File: config.mk
export PLATFORM = sky130hd
export DESIGN_NAME = pipe_stage_chain
export DESIGN_NICKNAME = d
export VERILOG_FILES = /design/src/rtl/pipe_stage_chain.sv
export SDC_FILE = /design/constraint.sdc
export NUM_CORES = 1
export LEC_CHECK = 0
export CAP_MARGIN = 40
export CORE_AREA = 2 2 213 215
export DETAILED_ROUTE_END_ITERATION = 12
export DIE_AREA = 0 0 215 217
export HOLD_SLACK_MARGIN = 0.1
export PLACE_DENSITY = 0.62
export SYNTH_ARGS = -nofsm -noshare
export SYNTH_HDL_FRONTEND = slang
export SYNTH_SLANG_ARGS = --single-unit
export TNS_END_PERCENT = 1
File: constraint.sdc
create_clock -name CLK -period 9.2 [get_ports CLK]
set_clock_uncertainty 0.1 [all_clocks]
set_input_delay 0.92 -clock CLK [delete_from_list [all_inputs] [get_ports CLK]]
set_output_delay 0.92 -clock CLK [all_outputs]
set_load 0.005 [all_outputs]
File: src/rtl/pipe_stage_chain.sv
// rtl/pipe_stage_chain.sv - pipeline register chain with central stall/flush resolution
// Bubbles are inserted just below the deepest stall point; flush beats stall, freeze beats everything.
module pipe_stage_chain #(
  parameter int NSTAGE        = 4,
  parameter int W             = 64,
  parameter bit CLEAR_PAYLOAD = 1'b1,
  parameter int CNT_W         = 16,
  localparam int OCC_W        = $clog2(NSTAGE + 1)
) (
  input  logic                CLK,
  input  logic                RST,
  input  logic                freeze_i,
  input  logic [NSTAGE-1:0]   stall_i,
  input  logic [NSTAGE-1:0]   flush_i,
  input  logic [NSTAGE*W-1:0] stage_n_i,
  input  logic [NSTAGE-1:0]   stage_vld_n_i,
  output logic [NSTAGE*W-1:0] stage_o,
  output logic [NSTAGE-1:0]   stage_vld_o,
  output logic [NSTAGE-1:0]   hold_o,
  output logic [OCC_W-1:0]    occupancy_o,
  output logic [CNT_W-1:0]    bubble_cnt_o
);

  // at_or_below[i]: some stall bit at index >= i, i.e. register i sits at or upstream of the deepest stall
  logic [NSTAGE-1:0] at_or_below;
  logic [NSTAGE-1:0] stall_bubble;
  logic [NSTAGE-1:0] bubble;
  logic              count_bubble;

  always_comb begin
    at_or_below  = '0;
    stall_bubble = '0;
    for (int i = 0; i < NSTAGE; i++) begin
      at_or_below[i] = |(stall_i >> i);
    end
    for (int i = 1; i < NSTAGE; i++) begin
      stall_bubble[i] = at_or_below[i-1] & ~at_or_below[i];
    end
    bubble       = flush_i | stall_bubble;
    count_bubble = ~freeze_i & (|(stall_bubble & ~flush_i));
    hold_o       = {NSTAGE{freeze_i}} | (at_or_below & ~flush_i);
  end

  always_comb begin
    occupancy_o = '0;
    for (int i = 0; i < NSTAGE; i++) begin
      occupancy_o = occupancy_o + OCC_W'(stage_vld_o[i]);
    end
  end

  always_ff @(posedge CLK or posedge RST) begin
    if (RST) begin
      stage_o      <= '0;
      stage_vld_o  <= '0;
      bubble_cnt_o <= '0;
    end else if (!freeze_i) begin
      for (int i = 0; i < NSTAGE; i++) begin
        if (bubble[i]) begin
          stage_vld_o[i] <= 1'b0;
          if (CLEAR_PAYLOAD) stage_o[i*W +: W] <= '0;
        end else if (!at_or_below[i]) begin
          stage_o[i*W +: W] <= stage_n_i[i*W +: W];
          stage_vld_o[i]    <= stage_vld_n_i[i];
        end
      end
      if (count_bubble && bubble_cnt_o != {CNT_W{1'b1}}) begin
        bubble_cnt_o <= bubble_cnt_o + CNT_W'(1);
      end
    end
  end

  a_ctrl_known: assert property (@(posedge CLK) disable iff (RST) !$isunknown({stall_i, flush_i}));

endmodule
==> metrics.yaml, run 1 <==
worst_setup_path:
  critPathLaunchType: "input port"
  path_class: "in2out"
  cp.required_ns: 8.18
  rrSetupSlack_ns: 7.04
  endpoint_kind: "primary output"
  cpMostUsedCell: "clkdlybuf4s50_1"
  critPathTopFamily: "buffers and inverters"
  path_max_fanout: 66
  cp_cell_sequence: "clkdlybuf4s50_1 > a21o_2 > buf_4 > clkdlybuf4s50_1"
  worst-path-buf-inv: 3
  max_stage_delay_ns: 0.89
  cp_slowest_cell: "clkdlybuf4s50_1"
  r2r_cells: 5
  cp_data_arrival_time_ns: 3.23
  path_depth: 4
floorplanning:
  die-area_um2: 46700
  die_h_um: 217
  num_io_pins: 554
  die_x_um: 215
  coreArea_um2: 44700
  fp-row-count: 78
  floorplan.initialDensity: 0.234
min_path:
  min_delay_path_depth: 2
  hold_path_class: "reg2reg"
timing:
  fin_crit_ns: 4.25
  setup-tns-final_ns: 0
  worstMarginPinSlew_ns: 0.802
  slew_headroom: 0.465
  setup_slack_ns: 4.95
  fmax_mhz: 236
  setup_viol: 0
  finalCritPeriodShare: 0.461
  slew_violations: 0
  rsz0062_at_grt: "false"
  hold_viol_final: 0
global_route:
  overflow: 0
  grt.total_usage: 0.147
  grt_antenna_before_repair: 2
  grt_pass1_wl_um: 54300
  grt_pass1_vias: 8927
  grt_max_degree: 83
route:
  vias_per_cell: 4.39
  drc: 0
  routed_wl_um: 35800
  drtIter0Drc: 572
  vias: 8632
  firstDrtPassIters: 4
  postRouteAntennaNets: 0
  wl_per_cell_um: 18.2
clocking:
  clk_latency_ns: 0.56
  cts_root_buf: "clkbuf_16"
  post_cts_buffers: 0
  cts_max_path_buffers: 3
  clock_sinks: 276
  cts_max_level: 1
  cts-buffers-inserted: 31
  cts_tree: "built"
  path_clk_slew_ns: 0.06
  cts.hold.buffers_added: 0
  ctsResizeCount: 0
synthesis:
  yosysMostFrequentCell: "dfrtp_1"
  ys_types: 35
  synthFlopType: "dfrtp_1"
  synth_fp_nets: 1083
  ys_seq_elements: 276
  syn_inst: 808
  syn_area_per_cell_um2: 12.9
  netlist_top_cells_area: "dfrtp_1, a22o_1, nand2b_1"
  synth_commonest_cells: "dfrtp_1, a22o_1, nand2_1"
  synth_top_area_share: 0.660
  syn_area_um2: 10500
  synth_top_area_cell: "dfrtp_1"
  synth_warnings: 0
  synth-seq-area-share: 0.660
  postSynth.asyncResetShare: 1.00
  synth-edff-count: 0
placed_design:
  dpl.hpwl_um: 25800
  dp_slack_ns: 4.90
  gp_congestion: 0.828
  port-buffer-count: 553
power:
  power_density_nw_per_um2: 172
  p_leak_nw: 7.63
  ir_drop_mv: 0.101
layout:
  syn2layout_area_growth_pct: 69.1
  fillers: 4315
  nets: 1619
  num_antenna_cells: 0
  drive_above_1_share: 0.0577
status:
  status: "complete, no violations"
run:
  cap_violations: 0
==> layer usage <==
| metal | global-route usage | wire length, um | up-vias | part of all wire |
|---|---|---|---|---|
| met3 | 0.0393 | 2820 | 57 | 0.079 |
| met4 | 0.0471 | 960 | 4 | 0.027 |
| met1 | 0.187 | 14900 | 4247 | 0.42 |
| met5 | 0 | 26 | - | 0.00073 |
| met2 | 0.242 | 17100 | 339 | 0.48 |
| li1 | - | - | 3985 | - |
==> through the flow <==
| step | total power, mW | hold slack (ns) | std cells | utilization | instance area, um2 |
|---|---|---|---|---|---|
| floorplan | 1.48 | 0.373 | 808 | - | 10500 |
| global placement | 1.80 | 0.363 | 1909 | 0.371 | 16600 |
| detailed placement | 1.81 | 0.369 | 1911 | 0.372 | 16600 |
| CTS | 3.09 | 0.383 | 1968 | 0.396 | 17700 |
| global route | 3.18 | 0.409 | 1968 | 0.396 | 17700 |
| finish | 3.04 | 0.379 | 1968 | 0.396 | 17700 |
==> final timing paths <==
path / startpoint / endpoint
hold / removal: stage_o[43]$_DFFE_PP0P_ / stage_o[43]$_DFFE_PP0P_
hold reg to reg: stage_o[43]$_DFFE_PP0P_ / stage_o[43]$_DFFE_PP0P_
setup / recovery: freeze_i / hold_o[1]
setup reg to reg: bubble_cnt_o[0]$_DFFE_PP0P_ / bubble_cnt_o[1]$_DFFE_PP0P_
max in group asynchronous: RST / stage_o[126]$_DFFE_PP0P_
min in group asynchronous: RST / stage_o[62]$_DFFE_PP0P_
==> cell usage in the layout, fill, tap and decap left out, types with 2 or more instances in the layout <==
cell type / n
clkbuf_16: 31
nand3_1: 7
mux2_1: 2
o21bai_4: 2
xnor2_1: 8
nand2_1: 71
and4_1: 2
nand4_1: 3
xor2_1: 5
clkdlybuf4s50_1: 553
dfrtp_1: 276
and3_1: 5
inv_1: 8
o21ai_1: 24
buf_16: 2
clkinv_2: 4
buf_4: 12
o21ai_0: 41
a21o_2: 2
nor3_1: 5
nand2b_1: 65
a22o_1: 195
clkbuf_1: 5
clkbuf_8: 13
inv_6: 2
ha_1: 3
nor2_1: 4
==> flip-flops by register name, indices dropped and copies added (netlist names) <==
name,count
stage_o,256
bubble_cnt_o,16
stage_vld_o,4
==> power by group <==
part	leakage (nW)	switching (mW)	total, mW	internal, mW
combinational	3.36	0.166	0.447	0.281
sequential	3.75	0.0497	1.34	1.29
clock	0.524	0.510	1.26	0.750
total	7.63	0.725	3.04	2.32
==> cell families after synthesis <==
kind of cell,share of synthesized area
adders and majority gates,0.00550
buffers and inverters,0.0327
AOI/OAI and AO/OA,0.202
xor gates and xnor gates,0.0109
and+or+nand+nor,0.0863
DFF,0.660
muxes,0.00215
==> cell type report <==
type | instances | area (um2) | area share
tap | 600 | 751 | 0.0425
multi-input combinational | 459 | 3260 | 0.184
timing repair buffer | 567 | 5680 | 0.321
clock inverter | 8 | 76.3 | 0.00432
inverter | 9 | 41.3 | 0.00233
clock buffer | 49 | 973 | 0.0550
sequential | 276 | 6910 | 0.391
==> tightest hold or removal path, cell delays in order, from the launching register on <==
cell	delay, ns
dfrtp_1	0.34
nand2_1	0.04
o21ai_0	0.06
Note: power is estimated with default switching activity, not from simulation.
==> inputs of run 2 (changes only) <==
Clock period 9.2 ns to 3.6 ns, I/O delays scaled along.
==> run 2 against run 1 <==
Effect of this change: core utilization hardly changed; critical path depth up 2; via count barely moved; critical path type is now reg2out.
==> metrics.yaml, run 2 (synthesized netlist as in run 1, its figures left out) <==
layout:
  num_antenna_cells: 0  # unchanged
  final_common_cell: "clkdlybuf4s50_1"
  drive_above_1_share: 0.0554  # -0.00240
  fin_util: 0.396  # about the same
  syn2layout_area_growth_pct: 69.3  # about the same
  nets: 1625  # +0.37%
  reg_top3: "stage_o x256, bubble_cnt_o x16, stage_vld_o x4"
  regMostFlops: "stage_o"
  final_cell_mix: "clkdlybuf4s50_1, dfrtp_1, a22o_1"
  largest_register_ffs: 256  # unchanged
route:
  drtIter0Drc: 439  # -23%
  firstDrtPassIters: 5  # +1
  postRouteAntennaNets: 0  # unchanged
  vias: 8635  # +0.035%
  routed_wl_um: 36400  # +1.7%
  vias_per_cell: 4.38  # -0.22%
  drc: 0  # unchanged
  wl_per_cell_um: 18.4  # +1.4%
global_route:
  grt_pass1_wl_um: 55400  # +2.1%
  overflow: 0  # unchanged
  grt_antenna_before_repair: 0  # -2
  grt_pass1_vias: 8929  # +0.022%
  grt_max_degree: 131  # +58%
  grt.total_usage: 0.151  # +0.00402
clocking:
  cts_root_buf: "clkbuf_16"
  cts.hold.buffers_added: 0  # unchanged
  clock_sinks: 276  # unchanged
  cts_max_level: 1  # unchanged
  path_clk_slew_ns: 0.06  # about the same
  cts_tree: "built"
  cts_max_path_buffers: 3  # unchanged
  post_cts_buffers: 0  # unchanged
  cts-buffers-inserted: 31  # unchanged
  clk_latency_ns: 0.55  # about the same
  ctsResizeCount: 0  # unchanged
placed_design:
  dpl.hpwl_um: 26700  # +3.6%
  port-buffer-count: 553  # unchanged
  gp_congestion: 0.792  # -4.4%
worst_setup_path:
  path_class: "reg2out"
  cp_slowest_cell: "fa_1"
  startpoint: "stage_vld_o[0]$_DFFE_PP0P_"
  max_stage_delay_ns: 0.54  # -0.35 ns
  cp_data_arrival_time_ns: 2.57  # -0.66 ns
  worst-path-buf-inv: 3  # unchanged
  endpoint_kind: "primary output"
  cp.required_ns: 3.14  # -5.04 ns
  path_max_fanout: 3  # -95%
  cp_cell_sequence: "inv_1 > fa_1 > inv_1 > ha_1 > ha_1 > clkdlybuf4s50_1"
  critPathTopFamily: "adder cells"
  critPathLaunchType: "flip-flop"
  timing.rr.start: "bubble_cnt_o[0]$_DFFE_PP0P_"
power:
  ir_drop_mv: 0.283  # +180%
  p_leak_nw: 7.62  # about the same
  power_density_nw_per_um2: 430  # +150%
floorplanning:
  die-area_um2: 46700  # unchanged
  fp-row-count: 78  # unchanged
  die_h_um: 217  # unchanged
  die_x_um: 215  # unchanged
  coreArea_um2: 44700  # unchanged
  floorplan.initialDensity: 0.234  # unchanged
  num_io_pins: 554  # unchanged
timing:
  fin_crit_ns: 3.03
  rsz0062_at_grt: "false"
  slew_violations: 0  # unchanged
  worstMarginPinSlew_ns: 0.793  # -0.00936 ns
  setup_viol: 0  # unchanged
  hold_ws_ns: 0.154  # -0.225 ns
  fmax_mhz: 330
  hold_viol_final: 0  # unchanged
  finalCritPeriodShare: 0.842
  slew_headroom: 0.471  # +0.00624
min_path:
  hold_path_class: "in2async"
run:
  cap_violations: 0  # unchanged
status:
  status: "complete, no violations"
-- run 2: power breakdown --
part / total [mW] / switching, mW / internal [mW]
logic: 1.15 / 0.429 / 0.724
clock network: 3.05 / 1.22 / 1.83
registers: 3.41 / 0.125 / 3.29
total: 7.62 / 1.78 / 5.84
-- run 2: layout make-up --
type,instances,area (um2)
clock inverter,7,85.1
clock buffer,49,893
multi-input combinational,459,3260
sequential,276,6910
tap,600,751
inverter,9,37.5
fill,4380,27000
timing repair buffer,573,5770
-- run 2: per-layer routing --
metal	GRT usage	part of all wire	vias up
met5	0	0	-
met4	0.0455	0.024	0
met3	0.0316	0.065	51
met2	0.266	0.51	320
met1	0.185	0.40	4270
li1	-	-	3994
-- run 2: worst paths after layout --
check / endpoint / slack (ns) / cells past startpoint
min in group CLK: stage_o[11]$_DFFE_PP0P_ / 0.26 / 3
min reg2reg: stage_o[61]$_DFFE_PP0P_ / 0.37 / 2
max reg2reg: bubble_cnt_o[1]$_DFFE_PP0P_ / 1.43 / 5
min: stage_o[37]$_DFFE_PP0P_ / 0.15 / 2
max in group asynchronous: stage_o[95]$_DFFE_PP0P_ / 2.29 / 4
max: occupancy_o[1] / 0.57 / 6
-- run 2: per-stage QoR --
step	std cells	setup slack, ns	area [um2]	total power [mW]	TNS, ns
2_1_floorplan	808	-0.511	10500	3.79	-141.14
3_3_place_gp	1917	0.846	16700	4.62	0
3_5_place_dp	1917	0.812	16700	4.64	0
4_1_cts	1973	0.463	17700	7.75	0
5_1_grt	1973	0.433	17700	7.96	0
6_report	1973	0.569	17700	7.62	0
